**src/rtl/stock_keeper.sv**
```systemverilog
// Per-item stock register file with deal commit, operator restock and sales ledger.
// Define STOCK_SALES_LOG_EN to build the sold1..4 / revenue accumulators.
module stock_keeper #(
    parameter logic [7:0] INIT_STOCK = 8'd10,
    parameter logic [7:0] MAX_STOCK  = 8'd99
) (
    input  logic        clk,
    input  logic        rst,
    input  logic        deal_flag,
    input  logic [7:0]  require_money,
    input  logic [7:0]  newnum1,
    input  logic [7:0]  newnum2,
    input  logic [7:0]  newnum3,
    input  logic [7:0]  newnum4,
    input  logic [7:0]  sellnum1,
    input  logic [7:0]  sellnum2,
    input  logic [7:0]  sellnum3,
    input  logic [7:0]  sellnum4,
    input  logic        restock_mode,
    input  logic        add1,
    input  logic        add2,
    input  logic        add3,
    input  logic        add4,
    output logic [7:0]  nownum1,
    output logic [7:0]  nownum2,
    output logic [7:0]  nownum3,
    output logic [7:0]  nownum4,
    output logic [3:0]  soldout,
    output logic        busy,
    output logic        deal_dropped,
    output logic [7:0]  sold1,
    output logic [7:0]  sold2,
    output logic [7:0]  sold3,
    output logic [7:0]  sold4,
    output logic [15:0] revenue
);

    typedef enum logic [1:0] {S_IDLE, S_COMMIT, S_RESTOCK} state_t;

    state_t          state_q, state_d;
    logic            flag_q, flag_d;
    logic            armed_q, armed_d;
    logic            drop_q, drop_d;
    logic [3:0][7:0] now_q, now_d;
    logic [3:0][7:0] newnum, sellnum;
    logic [3:0]      add;
    logic            deal_edge, deal_ok, commit;

    assign newnum  = {newnum4, newnum3, newnum2, newnum1};
    assign sellnum = {sellnum4, sellnum3, sellnum2, sellnum1};
    assign add     = {add4, add3, add2, add1};

    // armed_q masks the first cycle after reset so a flag already high at release is not an edge
    assign deal_edge = deal_flag & ~flag_q & armed_q;

    always_comb begin
        deal_ok = 1'b1;
        for (int unsigned i = 0; i < 4; i++) begin
            if (newnum[i] > now_q[i] || sellnum[i] != (now_q[i] - newnum[i]))
                deal_ok = 1'b0;
        end
    end

    always_comb begin
        state_d = state_q;
        now_d   = now_q;
        drop_d  = drop_q;
        flag_d  = deal_flag;
        armed_d = 1'b1;
        commit  = 1'b0;
        case (state_q)
            S_IDLE: begin
                if (deal_edge)
                    state_d = S_COMMIT;
                else if (restock_mode)
                    state_d = S_RESTOCK;
            end
            S_COMMIT: begin
                if (deal_ok) begin
                    now_d  = newnum;
                    commit = 1'b1;
                end else begin
                    drop_d = 1'b1;
                end
                state_d = restock_mode ? S_RESTOCK : S_IDLE;
            end
            S_RESTOCK: begin
                // stock at or above the ceiling is left untouched
                for (int unsigned i = 0; i < 4; i++) begin
                    if (add[i] && now_q[i] < MAX_STOCK)
                        now_d[i] = now_q[i] + 8'd1;
                end
                if (deal_edge)
                    drop_d = 1'b1;
                if (!restock_mode)
                    state_d = S_IDLE;
            end
            default: state_d = S_IDLE;
        endcase
    end

    always_ff @(posedge clk or negedge rst) begin
        if (!rst) begin
            state_q <= S_IDLE;
            flag_q  <= 1'b0;
            armed_q <= 1'b0;
            drop_q  <= 1'b0;
            now_q   <= {4{INIT_STOCK}};
        end else begin
            state_q <= state_d;
            flag_q  <= flag_d;
            armed_q <= armed_d;
            drop_q  <= drop_d;
            now_q   <= now_d;
        end
    end

    assign nownum1      = now_q[0];
    assign nownum2      = now_q[1];
    assign nownum3      = now_q[2];
    assign nownum4      = now_q[3];
    assign busy         = (state_q == S_COMMIT);
    assign deal_dropped = drop_q;

    always_comb begin
        for (int unsigned i = 0; i < 4; i++)
            soldout[i] = (now_q[i] == 8'd0);
    end

`ifdef STOCK_SALES_LOG_EN
    logic [3:0][7:0] sold_q, sold_d;
    logic [15:0]     rev_q, rev_d;
    logic [3:0][8:0] sold_sum;
    logic [16:0]     rev_sum;

    always_comb begin
        sold_d  = sold_q;
        rev_d   = rev_q;
        rev_sum = {1'b0, rev_q} + {9'd0, require_money};
        for (int unsigned i = 0; i < 4; i++)
            sold_sum[i] = {1'b0, sold_q[i]} + {1'b0, sellnum[i]};
        if (commit) begin
            for (int unsigned i = 0; i < 4; i++)
                sold_d[i] = sold_sum[i][8] ? 8'hFF : sold_sum[i][7:0];
            rev_d = rev_sum[16] ? 16'hFFFF : rev_sum[15:0];
        end
    end

    always_ff @(posedge clk or negedge rst) begin
        if (!rst) begin
            sold_q <= '0;
            rev_q  <= '0;
        end else begin
            sold_q <= sold_d;
            rev_q  <= rev_d;
        end
    end

    assign sold1   = sold_q[0];
    assign sold2   = sold_q[1];
    assign sold3   = sold_q[2];
    assign sold4   = sold_q[3];
    assign revenue = rev_q;
`else
    logic unused_stats;
    assign unused_stats = ^{require_money, commit};

    assign sold1   = '0;
    assign sold2   = '0;
    assign sold3   = '0;
    assign sold4   = '0;
    assign revenue = '0;
`endif

endmodule

```
**config.mk**
```make
export PLATFORM = sky130hd
export DESIGN_NAME = stock_keeper
export DESIGN_NICKNAME = d
export VERILOG_FILES = /design/src/rtl/stock_keeper.sv
export SDC_FILE = /design/constraint.sdc
export NUM_CORES = 1
export LEC_CHECK = 0
export ABC_AREA = 1
export BUFFER_PORTS_ARGS = -buffer_cell sky130_fd_sc_hd__buf_2
export CAP_MARGIN = 15
export CORE_MARGIN = 1.5
export CORE_UTILIZATION = 57
export DETAILED_ROUTE_END_ITERATION = 8
export PLACE_DENSITY = 0.88
export SLEW_MARGIN = 20
export SYNTH_ARGS = -nofsm -noshare
export SYNTH_HDL_FRONTEND = slang
export SYNTH_SLANG_ARGS = --single-unit
```
**constraint.sdc**
```tcl
create_clock -name clk -period 3.7 [get_ports clk]
set_input_delay 0.37 -clock clk [delete_from_list [all_inputs] [get_ports clk]]
set_output_delay 0.37 -clock clk [all_outputs]
set_load 0.01 [all_outputs]
```
**Word level (Yosys, flattened, before mapping)**

Cells that the tools add are included.

- Reduce and logical (&&, ||, !) cells: 20
- Mux-type cells: 18
- Order comparisons: 8
- Equality and inequality tests: 15
- Add/sub/neg operators: 8
- Bitwise gates (word level): 3

Operators by type and width:

| kind | number |
|---|---|
| case mux 32 bit (2 select lines) | 1 |
| adder 8 x 1 -> 8 bit, second input constant | 4 |
| greater-than comparator 8 bit | 4 |
| logical NOT 8 bit | 4 |
| less-than comparator 8 x 7 -> 1 bit, second input constant | 4 |
| 2-to-1 mux 32 bit | 1 |
| 2-to-1 mux 8 bit | 4 |
| inequality test 8 bit | 4 |
| subtractor 8 bit | 4 |
| AND reduction 3 bit | 5 |
| inequality test 2 bit, second input constant | 7 |
| 2-to-1 mux 2 bit | 4 |
| 2-to-1 mux 1 bit | 6 |
| case mux 2 bit (3 select lines) | 1 |
| logical AND 1 bit | 4 |
| logical OR 1 bit | 4 |
| inequality test 3 bit, second input constant | 1 |
| AND 1 bit | 2 |
| equality test 2 x 1 -> 1 bit, second input constant | 1 |
| equality test 2 bit, second input constant | 1 |
| logical NOT 2 bit | 1 |
| inequality test 2 x 1 -> 1 bit, second input constant | 1 |
| case mux 1 bit (2 select lines) | 1 |
| AND reduction 2 bit | 1 |
| 2 further kinds | 2 |

- Input port bits: 80
- Flip-flop bits (word level): 37
- Output and inout bits: 86
- Word-level logic and storage cells: 80

**Logic depth before layout (Yosys ltp)**

- Depth after elaboration: 9
- Gate-level depth with buffers: 20
- Gate-level depth less buffers: 20

**Worst setup path before layout**

OpenSTA, ideal clock, no wires.

- Kind: register to register
- From: reg now_q (netlist bit nownum2[0])
- To: reg now_q (netlist bit nownum3[4])
- Data required time: 3,583 ps
- Stages on the path, launching flop included: 20
- Setup time: 117 ps
- Setup slack: 1,239 ps
- Clock period less this slack: 2,461 ps
- Buffers on the path: 0
- Arrival: 2,344 ps
- Path through: dfrtp_1 -> inv_1 -> ha_1 -> fa_1 -> inv_1 -> nand2_1 -> nand2_1 -> nand3_1 -> nand2_1 -> nand2_1 -> nand3_1 -> nand2_1 -> nor2_1 -> nand2_1 -> nor2_2 -> nand3_4 -> nand2_8 -> nand2_2 -> nand2_1 -> nand2_1

- Word-level cells in the longest chain between the ends: 8

Ends and longest elaborated chain:

| item | RTL line | RTL |
|---|---|---|
| start, declared | 44 | `logic [3:0][7:0] now_q, now_d;` |
| start signal, assigned | 108 | `now_q <= {4{INIT_STOCK}};` |
| start signal, assigned | 114 | `now_q <= now_d;` |
| subtractor 8 bit | 59 | `if (newnum[i] > now_q[i] \|\| sellnum[i] != (now_q[i] - newnum[i]))` |
| inequality test 8 bit | 59 |  |
| logical OR 1 bit (*) | 59 |  |
| 2-to-1 mux 1 bit (*) (3 in a row) | 59 |  |
| inequality test 2 x 1 -> 1 bit (no source line) (*) | -- |  |
| AND reduction 3 bit (no source line) (*) | -- |  |

Mark *: on every way between the ends. The rest lies on a longest branch, timed or not.
A chain may end at the register's enable or synchronous reset.

**Final worst setup path**

- From: reg now_q (netlist bit nownum1[0])
- To: reg now_q (netlist bit nownum1[7])

- Word-level cells in the longest chain between the ends: 9

Ends and longest elaborated chain:

| item | RTL line |
|---|---|
| subtractor 8 bit | 59 |
| inequality test 8 bit | 59 |
| logical OR 1 bit | 59 |
| 2-to-1 mux 1 bit (4 in a row) | 59 |
| inequality test 2 x 1 -> 1 bit (no source line) | -- |
| AND reduction 3 bit (no source line) | -- |

Parallel ways exist; a longest one is shown, timed or not. The select of a mux whose other input is x is not followed.

==> results.md <==
- Final Max Tran Viols: 0
- Fraction of final layout cells sized beyond drive strength 1: 0.157
- Initial Util: 0.584
- CTS tree: done
- Initial antenna violation count: 0
- Post-synthesis sequential area ratio: 0.185
- Vias in the first global route: 4709
- Crit. End Element: flop
- Top post-synthesis cells by count: nand2_1 (273), inv_1 (133), nand3_1 (84), buf_4 (48), ha_1 (43)
- Worst-case clock buffer depth: 2
- Post-CTS setup buffer count: 0
- Port Buffer Count: 109
- Syn_area_per_cell: 6.14 um^2
- Initial DRT Pass Iterations: 5
- RSZ-0062 raised after global routing: no
- CP Max Fanout: 36
- Die width: ~97 um
- Core ar.: 8680 um^2
- DRT iter0 DRCs: roughly 270
- Diodes inserted: 0
- Die Area: around 9500 um^2
- Yosys reg bits: 37
- Hpwl dp: just under 10 mm
- Hold-fix buffers, CTS: 0
- VDD IR max: roughly 340 uV
- Clk sinks: 37
- Rows: 34
- Crit path time final: 2.98 ns
- Fill count: between 800 and 900
- Worst-skew pair later-pin latency: about 0.28 ns
- CP max-delay cell: dfrtp_1
- R2r worst-path depth: 19
- All-layer global routing usage: 0.258
- Crit-path max cell delay: a little over 0.4 ns
- Area leader, netlist: nand2_1
- Min Hold Slack: between 0.15 and 0.2 ns
- Routability Congestion: between 0.9 and 1
- H-Tree Depth: 2
- Post-cts resize count: 0
- Synth area leaders: nand2_1 (20%), dfrtp_1 (14%), ha_1 (11%)
- Cells along the critical path: inv_1 -> ha_1 -> fa_1 -> inv_1 -> nand2_1 -> nand2_1 -> nand3_1 -> nand2_1 -> nand2_1 -> nand3_1 -> nand2_1 -> nor2_1 -> nand2_1 -> nor2_2 -> nand3_4 -> nand2_8 -> nand2_2 -> nand2_1 -> nand2_1
- CP Buf/Inv Count: 2
- Syn-to-layout area delta: 11.0%
- Via-per-instance ratio: around 5.1
- Die Y: just under 100 um
- YS warnings: 0
- Startpoint types: flop
- MaxCap Viol Count: 0
- Lkg Pwr: about 3.4 nW
- CTS root buffer: clkbuf_8
- Top-area cell type share of the netlist area: 0.202
- Min-Delay Path Class: input port to asynchronous set/reset pin
- Cell variety after synth: 39
- Reg2reg end: nownum1[7]$_DFFE_PN0P_
- Skew final: 0.00681 ns
- Number of synthesized flops with an enable pin: 0
- Required @ worst endpoint: 3.87 ns
- Total negative slack: 0 ns
- DR vias: 5289
- Delay-heaviest family, CP: simple AND/OR/NAND/NOR gates
- Crit Path Class: flop to flop
- I/O pins: between 150 and 200
- Total CTS buffers: 5
- Tcrit/Tclk final: 0.804
- Post-Syn Instances: a little over 800
- Reg-to-reg startpoint: nownum1[0]$_DFFE_PN0P_
- Slew @ Worst Pin: around 0.84 ns
- Top-count cell post-synth: nand2_1
- DRC viols: 0
- First-pass GRT wire length: around 21 mm
- Clock-pin transition on the worst setup and hold timing paths: ~0.080 ns
- Status: complete, no violations
- Final setup viols: 0
- Final core utilization: 0.648
- GRT overflow: 0
- Main flop type after synthesis: dfrtp_1
- Most used cell, CP: nand2_1
- Maximum clock frequency: about 340 MHz
- WL/cell: 11.7 um
- R2r setup slk: a little over 0.7 ns
- ANT nets after route: 0
- Netlist Area Pre-Place: roughly 5100 um^2
- Drt total wl: about 12 mm
- Final hold vios: 0
- Asr flop ratio synth: 1.00
- PD cells: 777 nW/um^2
- Final #Nets: about 1100
- Largest net degree at the start of global routing: 38
- CP arrival: roughly 3.2 ns
- Slew HR: 0.440
stage by stage:
| step | power (mW) | worst slack [ns] | std cells | area, um^2 |
|---|---|---|---|---|
| 2_1_floorplan | 3.25 | 1.24 | 872 | 5240 |
| 3_5_place_dp | 4.02 | 0.743 | 1034 | 5520 |
| 4_1_cts | 4.36 | 0.713 | 1042 | 5620 |
| 5_1_grt | 4.89 | 0.419 | 1042 | 5620 |
| 6_report | 4.37 | 0.724 | 1042 | 5620 |
| 3_3_place_gp | 3.94 | 0.771 | 1034 | 5520 |
logic make-up after synthesis:
kind of cell,count (synthesis),synth area share
simple gates,452,0.388
buf+inv,193,0.184
compound gates,73,0.0835
fa+ha+maj,47,0.122
flops,37,0.185
xor+xnor,21,0.0363
other cells,2,0.00148
metal layers:
layer,global-route usage,vias up,share of wire
met5,0,-,0
met1,0.346,2346,0.45
met2,0.440,201,0.46
li1,-,2722,-
met4,0.0802,0,0.020
met3,0.0266,20,0.069
flip-flops by register name (all words and copies together), names as in the netlist:
signal and count:
state_q 2, nownum4 8, nownum3 8, deal_dropped 1, flag_q 1, nownum2 8
armed_q 1, nownum1 8
layout by cell type, fill, tap and decap left out, types with 2 or more instances in the layout:
cell      count
nand3b_1     14
a21oi_2       4
o21a_1        2
nand2_1     273
nand2_2       4
buf_2       109
nor4_1        4
fa_1          4
o21ai_0      28
nand4_1       5
o21bai_1      2
conb_1       49
nor2_1       39
a31oi_1       6
a21oi_1      17
nand3_1      84
o211ai_1      4
nor3_1       14
or2_1         5
ha_1         43
o22ai_1       7
dfrtp_1      29
or2_2         5
clkbuf_8      7
xnor2_1       9
xor2_1       12
nor2_2        3
buf_4         3
dfstp_2       8
inv_1       133
worst max path at each step:
stage,startpoint,depth (start not counted),slack (ns),endpoint
floorplan,nownum2[0]$_DFFE_PN0P_,19,1.24,nownum3[4]$_DFFE_PN0P_
global placement,nownum4[0]$_DFFE_PN0P_,19,0.77,nownum3[6]$_DFFE_PN0P_
detailed placement,nownum2[0]$_DFFE_PN0P_,18,0.74,nownum1[7]$_DFFE_PN0P_
CTS,nownum4[0]$_DFFE_PN0P_,19,0.71,nownum1[7]$_DFFE_PN0P_
global route,nownum2[0]$_DFFE_PN0P_,19,0.42,nownum1[7]$_DFFE_PN0P_
finish,nownum1[0]$_DFFE_PN0P_,19,0.72,nownum1[7]$_DFFE_PN0P_
final cells by class:
type	count	area, um^2	share of cell area
Clock buffer	7	96.3	0.0171
Sequential cell	37	936	0.166
Tap cell	108	135	0.0240
Inverter	135	507	0.0901
Clock inverter	1	5.00	0.000890
Timing Repair Buffer	112	568	0.101
Multi-Input combinational cell	642	3380	0.600
where the power goes:
| part | switching [mW] | total [mW] | leakage, nW | internal, mW |
|---|---|---|---|---|
| Combinational | 1.96 | 3.14 | 2.90 | 1.19 |
| Sequential | 0.287 | 0.908 | 0.440 | 0.621 |
| Clock | 0.149 | 0.317 | 0.0542 | 0.169 |
(Power assumes the default switching activity.)
